File: src/rtl/pic_pkg.sv
// Shared types and constants for the interrupt in-service control slice.
package pic_pkg;

    localparam int unsigned NUM_IR = 8;
    localparam logic [2:0] IR_SPURIOUS = 3'd7;
    localparam logic [2:0] LAST_SERVICED_RST = 3'd7;

    typedef enum logic [2:0] {
        StIdle,
        StPend,
        StAck1,
        StGap,
        StAck2
    } pic_state_e;

endpackage

File: src/rtl/isr_priority_find.sv
// Finds the first set bit of vec_i, scanning upward (mod NUM_IR) from base_i.
module isr_priority_find
    import pic_pkg::*;
(
    input  logic [NUM_IR-1:0] vec_i,
    input  logic [2:0]        base_i,
    output logic [2:0]        idx_o,
    output logic              found_o
);

    always_comb begin
        idx_o   = '0;
        found_o = 1'b0;
        // Walk from the lowest priority back to the highest so the last hit wins.
        for (int i = NUM_IR - 1; i >= 0; i--) begin
            if (vec_i[base_i + 3'(i)]) begin
                idx_o   = base_i + 3'(i);
                found_o = 1'b1;
            end
        end
    end

endmodule

File: src/rtl/in_service_control.sv
// INTA handshake sequencer, in-service register and EOI handling.
// Automatic EOI is only honoured when PIC_AEOI_EN is defined.
module in_service_control
    import pic_pkg::*;
(
    input  logic       clk,
    input  logic       reset,
    input  logic       INTFLAG,
    input  logic [2:0] PriorityID,
    input  logic       INTA_n,
    input  logic       eoi_strobe,
    input  logic       eoi_specific,
    input  logic [2:0] eoi_level,
    input  logic       eoi_rotate,
    input  logic       Rotating_priority,
    input  logic       aeoi_en,
    input  logic [4:0] vector_base,
    output logic       INT,
    output logic [7:0] IS_status,
    output logic [2:0] last_serviced,
    output logic [7:0] clear_irr,
    output logic [7:0] data_out,
    output logic       data_out_en
);

    pic_state_e state_q;
    logic       inta_q;
    logic [2:0] id_q;
    logic       spurious_q;

    logic       inta_fall;
    logic       inta_rise;
    logic       aeoi_active;
    logic [2:0] scan_base;
    logic [2:0] pf_idx;
    logic       pf_found;
    logic [2:0] eoi_sel;
    logic       eoi_hit;
    logic [7:0] eoi_clr;
    logic [7:0] is_set;
    logic [7:0] is_aeoi;

    assign inta_fall = inta_q & ~INTA_n;
    assign inta_rise = ~inta_q & INTA_n;

`ifdef PIC_AEOI_EN
    assign aeoi_active = aeoi_en;
`else
    assign aeoi_active = aeoi_en & 1'b0;
`endif

    assign scan_base = Rotating_priority ? last_serviced + 3'd1 : 3'd0;

    isr_priority_find u_find (
        .vec_i   (IS_status),
        .base_i  (scan_base),
        .idx_o   (pf_idx),
        .found_o (pf_found)
    );

    // EOI resolves against the pre-set IS_status; a same-cycle set is OR-ed in afterwards.
    always_comb begin
        eoi_sel = eoi_specific ? eoi_level : pf_idx;
        eoi_hit = eoi_strobe & (eoi_specific ? IS_status[eoi_level] : pf_found);
        eoi_clr = eoi_hit ? (8'b1 << eoi_sel) : 8'b0;
        is_set  = 8'b0;
        is_aeoi = 8'b0;
        if (state_q == StPend && inta_fall && INTFLAG) begin
            is_set = 8'b1 << PriorityID;
        end
        if (state_q == StAck2 && inta_rise && aeoi_active && !spurious_q) begin
            is_aeoi = 8'b1 << id_q;
        end
    end

    always_ff @(posedge clk) begin
        if (reset) begin
            state_q       <= StIdle;
            inta_q        <= 1'b1;
            id_q          <= '0;
            spurious_q    <= 1'b0;
            INT           <= 1'b0;
            IS_status     <= '0;
            last_serviced <= LAST_SERVICED_RST;
            clear_irr     <= '0;
            data_out      <= '0;
            data_out_en   <= 1'b0;
        end else begin
            inta_q    <= INTA_n;
            clear_irr <= is_set;
            IS_status <= (IS_status & ~eoi_clr & ~is_aeoi) | is_set;
            if (eoi_hit && eoi_rotate) begin
                last_serviced <= eoi_sel;
            end
            case (state_q)
                StIdle: begin
                    if (INTFLAG) begin
                        state_q <= StPend;
                        INT     <= 1'b1;
                    end
                end
                StPend: begin
                    if (inta_fall) begin
                        state_q    <= StAck1;
                        INT        <= 1'b0;
                        id_q       <= INTFLAG ? PriorityID : IR_SPURIOUS;
                        spurious_q <= ~INTFLAG;
                    end
                end
                StAck1: begin
                    if (inta_rise) begin
                        state_q <= StGap;
                    end
                end
                StGap: begin
                    if (inta_fall) begin
                        state_q     <= StAck2;
                        data_out    <= {vector_base, id_q};
                        data_out_en <= 1'b1;
                    end
                end
                StAck2: begin
                    if (inta_rise) begin
                        state_q     <= StIdle;
                        data_out    <= '0;
                        data_out_en <= 1'b0;
                    end
                end
                default: state_q <= StIdle;
            endcase
        end
    end

endmodule

File: config.mk
export PLATFORM = sky130hd
export DESIGN_NAME = in_service_control
export DESIGN_NICKNAME = d
export VERILOG_FILES = /design/src/rtl/pic_pkg.sv /design/src/rtl/isr_priority_find.sv /design/src/rtl/in_service_control.sv
export SDC_FILE = /design/constraint.sdc
export NUM_CORES = 1
export LEC_CHECK = 0
export BUFFER_PORTS_ARGS = -buffer_cell sky130_fd_sc_hd__buf_2
export CORE_ASPECT_RATIO = 0.6
export CORE_MARGIN = 3
export CORE_UTILIZATION = 45
export CTS_BUF_LIST = sky130_fd_sc_hd__clkbuf_8 sky130_fd_sc_hd__clkbuf_16
export CTS_CLUSTER_DIAMETER = 40
export CTS_CLUSTER_SIZE = 20
export DETAILED_ROUTE_END_ITERATION = 8
export GPL_TIMING_DRIVEN = 0
export HOLD_SLACK_MARGIN = 0.02
export PLACE_DENSITY = 0.78
export SYNTH_ARGS = -nofsm -noshare
export SYNTH_HDL_FRONTEND = slang
export SYNTH_SLANG_ARGS = --single-unit
File: constraint.sdc
create_clock -name clk -period 6.81 [get_ports clk]
set_input_delay 1.362 -clock clk [delete_from_list [all_inputs] [get_ports clk]]
set_output_delay 1.362 -clock clk [all_outputs]
set_load 0.005 [all_outputs]
==> impl_metrics.tcl <==
set metrics [dict create \
    post-cts-setup-buffers 0 \
    path_class "in -> reg" \
    r2r_slack_ps 3170 \
    hold_path.class "reg -> reg" \
    globalplace.congestion 0.9845 \
    rsz0062_at_grt "false" \
    finish.instance_area_mm2 0.002735 \
    finalMaxSlewViolations 0 \
    design.core.area_mm2 0.004778 \
    timing.max_cap.violations 0 \
    route.layer.met1.wl_mm 3.440 \
    drt_drc_violations_left 0 \
    critical_path.endpoint_type "register" \
    cts-hold-fix-buffers 0 \
    synthToLayoutAreaGrowth_pct 17.27 \
    detail_route.first_pass.iterations 4 \
    grt_antenna_before_repair 0 \
    sequential_fraction_of_design_power_pct 46.3 \
    post-route-min-period_ps 4184 \
    fillers 437 \
    grt_pass1_vias 1970 \
    worst_hold_path.endpoint "data_out[4]" \
    cts.repair.resized 0 \
    clock_latency_of_the_later_clocked_register_in_the_worst_skew_pair_ps 290 \
    power.clock.fraction_pct 33.7 \
    ys_seq_elements 36 \
    tritoncts_clock_tree "done" \
    syn-instance-count 274 \
    worst_slew_margin_rel_pct 40.60 \
    cts_sinks 36 \
    route.vias.total 2335 \
    critical_path.max_fanout 10 \
    comb_power_share_pct 20.0 \
    detailedPlacementHpwl_mm 5.274 \
    asyncSetResetFlopFracSynth_pct 0 \
    r2r.worst_path.cells 10 \
    pin_count_of_the_biggest_net_entering_global_routing 12 \
    die_width_um 98.94 \
    synth.largest_area_cell "sky130_fd_sc_hd__dfxtp_1" \
    cts_root_buffer "sky130_fd_sc_hd__clkbuf_8" \
    timing.final.crit_share_pct 61.44 \
    finalClockSkew_ps 6.743 \
    synth_area_leaders "sky130_fd_sc_hd__dfxtp_1 (31%), sky130_fd_sc_hd__mux2i_1 (8.6%), sky130_fd_sc_hd__nor2_1 (5.2%)" \
    critical_path.startpoint_type "input port" \
    routed_wl_mm 6.730 \
    cts.path.max_buffers 2 \
    vdd_ir_drop_max_mv 0.1203 \
    total_switching_power_mw 0.1396 \
    drt-wirelength-per-cell_um 17.26 \
    ctsHtreeMaxLevel 2 \
    wl_met3_um 748 \
    setup-tns-final_ps 0 \
    crit_reg_reg_endpoint "IS_status[7]" \
    p_sw_share_pct 29.44 \
    post_synth_edffs 0 \
    ys.flop_type "sky130_fd_sc_hd__dfxtp_1" \
    grt_first_pass_wirelength_mm 10.56 \
    die-area_mm2 0.006111 \
    count_of_final_hold_check_violations 0 \
    setup-violations-final 0 \
    max_stage_delay_ps 560 \
    synth_area_per_cell_um2 8.512 \
    worst_path_slowest_cell "sky130_fd_sc_hd__or4_1" \
    drt-initial-drc-count 205 \
    die_y_um 61.77 \
    antenna_cells_inserted 0 \
    hp-start "data_out[4]" \
    worstHoldPathCells 2 \
    placed_area_mm2 0.002636 \
    layout_cells_sized_above_1_pct 22.94 \
    residual_antenna_violating_net_count_after_detailed_routing 0 \
    ys_seq_area_share_pct 30.90 \
    final.hold.worst_slack_ps 497.9 \
    status "finished, final reports clean" \
    p_int_mw 0.3346 \
    buffer_ports.inserted 45 \
    crit-reg2reg-launch "last_serviced[0]" \
    global_route.overflow_total 0 \
    synth-warning-count 0 \
    route.top_layer_used "met4" \
    boundaryPins 49 \
    critical_path_required_ps 7000 \
    gr-usage-all-layers_pct 22.19 \
    max_freq_ghz 0.2390 \
    tightestPinTransition_ps 886.9 \
    worst-endpoint-arrival_ps 4370 \
    synth_nets 295 \
    cts_buffers 5 \
    leak_pwr_nw 1.191 \
    met2_length_mm 2.526 \
    share_of_yosys_cell_area_claimed_by_the_top_area_cell_type_pct 30.90 \
    critical_path.cell_chain "buf_2 > nand2b_1 > buf_2 > buf_6 > mux2i_1 > or2_1 > mux2i_1 > or2_1 > a311oi_2 > o21ai_2 > or4_1 > a31o_1" \
    synth_cell_type_count 64 \
    floorplan.rows 19 \
    cellPowerDensity_mw_per_mm2 173.3 \
    drt-vias-per-instance 5.987 \
    nets 347 \
    cts.clk_slew.worst_paths_ps 80 \
    netlist_area_mm2 0.002332 \
    floorplan.initialDensity_pct 48.81 \
]
## registers in the layout, summed over array words and instances (netlist names)
name and flops:
state_q 3, inta_q 1, last_serviced 3, data_out 8
id_q 3, IS_status 8, INT 1, data_out_en 1
clear_irr 8
## critical path: cells and delay by family
| kind | cells | cell delay [ps] |
|---|---|---|
| and+or+nand+nor | 4 | 1130 |
| AOI/OAI and AO/OA | 3 | 740 |
| muxes | 2 | 640 |
| buffers and inverters | 3 | 480 |
## worst max path at each step
stage	start	endpoint	slack, ps	cells past startpoint
floorplan	Rotating_priority	IS_status[7]	2930	12
global placement	Rotating_priority	IS_status[7]	2470	12
detailed placement	Rotating_priority	IS_status[7]	2440	12
CTS	Rotating_priority	IS_status[7]	2720	12
global route	Rotating_priority	IS_status[4]	2430	12
finish	Rotating_priority	IS_status[7]	2630	12
## area by class of cell
type	instances	area (µm²)	area share [%]
Sequential cell	36	720.7	26.35
Buffer	16	77.57	2.836
Multi-Input combinational cell	217	1521	55.63
Inverter	5	18.77	0.6862
Tap cell	63	78.83	2.882
Clock inverter	2	10.01	0.3660
Clock buffer	6	82.58	3.019
Timing Repair Buffer	45	225.2	8.234
## power by group through the flow
stage | clock network, mW | registers [mW] | logic, mW
6_report | 0.160 | 0.220 | 0.0949
5_1_grt | 0.170 | 0.220 | 0.103
4_1_cts | 0.160 | 0.220 | 0.0926
3_5_place_dp | 0 | 0.225 | 0.0920
3_3_place_gp | 0 | 0.224 | 0.0904
2_1_floorplan | 0 | 0.224 | 0.0675
## stage by stage
step / utilization [%] / cells / power [mW] / setup slack (ps)
after global routing: 57.24 / 390 / 0.4929 / 2429
final: 57.24 / 390 / 0.4741 / 2626
after CTS: 57.11 / 390 / 0.4719 / 2719
after floorplan: - / 274 / 0.2912 / 2926
after global placement: 55.17 / 382 / 0.3147 / 2465
after detailed placement: 55.17 / 382 / 0.3166 / 2445
## synth_stat cells (4+ instances only)
master,n
sky130_fd_sc_hd__nor2_1,32
sky130_fd_sc_hd__inv_1,5
sky130_fd_sc_hd__dfxtp_1,36
sky130_fd_sc_hd__a211oi_1,5
sky130_fd_sc_hd__o211ai_1,4
sky130_fd_sc_hd__and2_1,7
sky130_fd_sc_hd__a221oi_1,5
sky130_fd_sc_hd__clkbuf_1,11
sky130_fd_sc_hd__mux2i_1,20
sky130_fd_sc_hd__a21oi_1,14
sky130_fd_sc_hd__a22oi_1,10
sky130_fd_sc_hd__nand2b_1,7
sky130_fd_sc_hd__o21ai_0,5
sky130_fd_sc_hd__nor2b_1,6
sky130_fd_sc_hd__nor3_1,13
sky130_fd_sc_hd__a31oi_1,5
sky130_fd_sc_hd__nand2_1,27
## logic make-up after synthesis
kind of cell    after synthesis  share of synthesized area [%]
compound gates               70                          23.07
xor+xnor                      5                          2.844
fa+ha+maj                     1                         0.5364
buf+inv                      21                          4.131
flops                        36                          30.90
mux                          27                          14.00
simple gates                114                          24.52
## layer usage
layer | vias to the layer above | GRT usage [%]
met2 | 107 | 26.91
met3 | 2 | 8.807
met5 | - | 0
met1 | 1107 | 35.54
met4 | 0 | 3.502
li1 | 1119 | -
## placed cells by master, fill, tap and decap left out, types with 3 or more instances in the layout
| cell type | count |
|---|---|
| sky130_fd_sc_hd__a22oi_1 | 10 |
| sky130_fd_sc_hd__nand2_1 | 27 |
| sky130_fd_sc_hd__nand2b_1 | 7 |
| sky130_fd_sc_hd__clkbuf_1 | 11 |
| sky130_fd_sc_hd__mux4_2 | 3 |
| sky130_fd_sc_hd__a211oi_1 | 5 |
| sky130_fd_sc_hd__a31oi_1 | 5 |
| sky130_fd_sc_hd__and2_1 | 7 |
| sky130_fd_sc_hd__nand3_1 | 3 |
| sky130_fd_sc_hd__a21oi_1 | 14 |
| sky130_fd_sc_hd__a221oi_1 | 5 |
| sky130_fd_sc_hd__dfxtp_1 | 36 |
| sky130_fd_sc_hd__nor2b_1 | 6 |
| sky130_fd_sc_hd__o211ai_1 | 4 |
| sky130_fd_sc_hd__nor3_1 | 13 |
| sky130_fd_sc_hd__inv_1 | 5 |
| sky130_fd_sc_hd__clkbuf_8 | 6 |
| sky130_fd_sc_hd__o21ai_0 | 5 |
| sky130_fd_sc_hd__buf_2 | 47 |
| sky130_fd_sc_hd__a311oi_1 | 3 |
| sky130_fd_sc_hd__or2_1 | 3 |
| sky130_fd_sc_hd__nor2_1 | 32 |
| sky130_fd_sc_hd__mux2i_1 | 20 |
(Power assumes the default switching activity.)
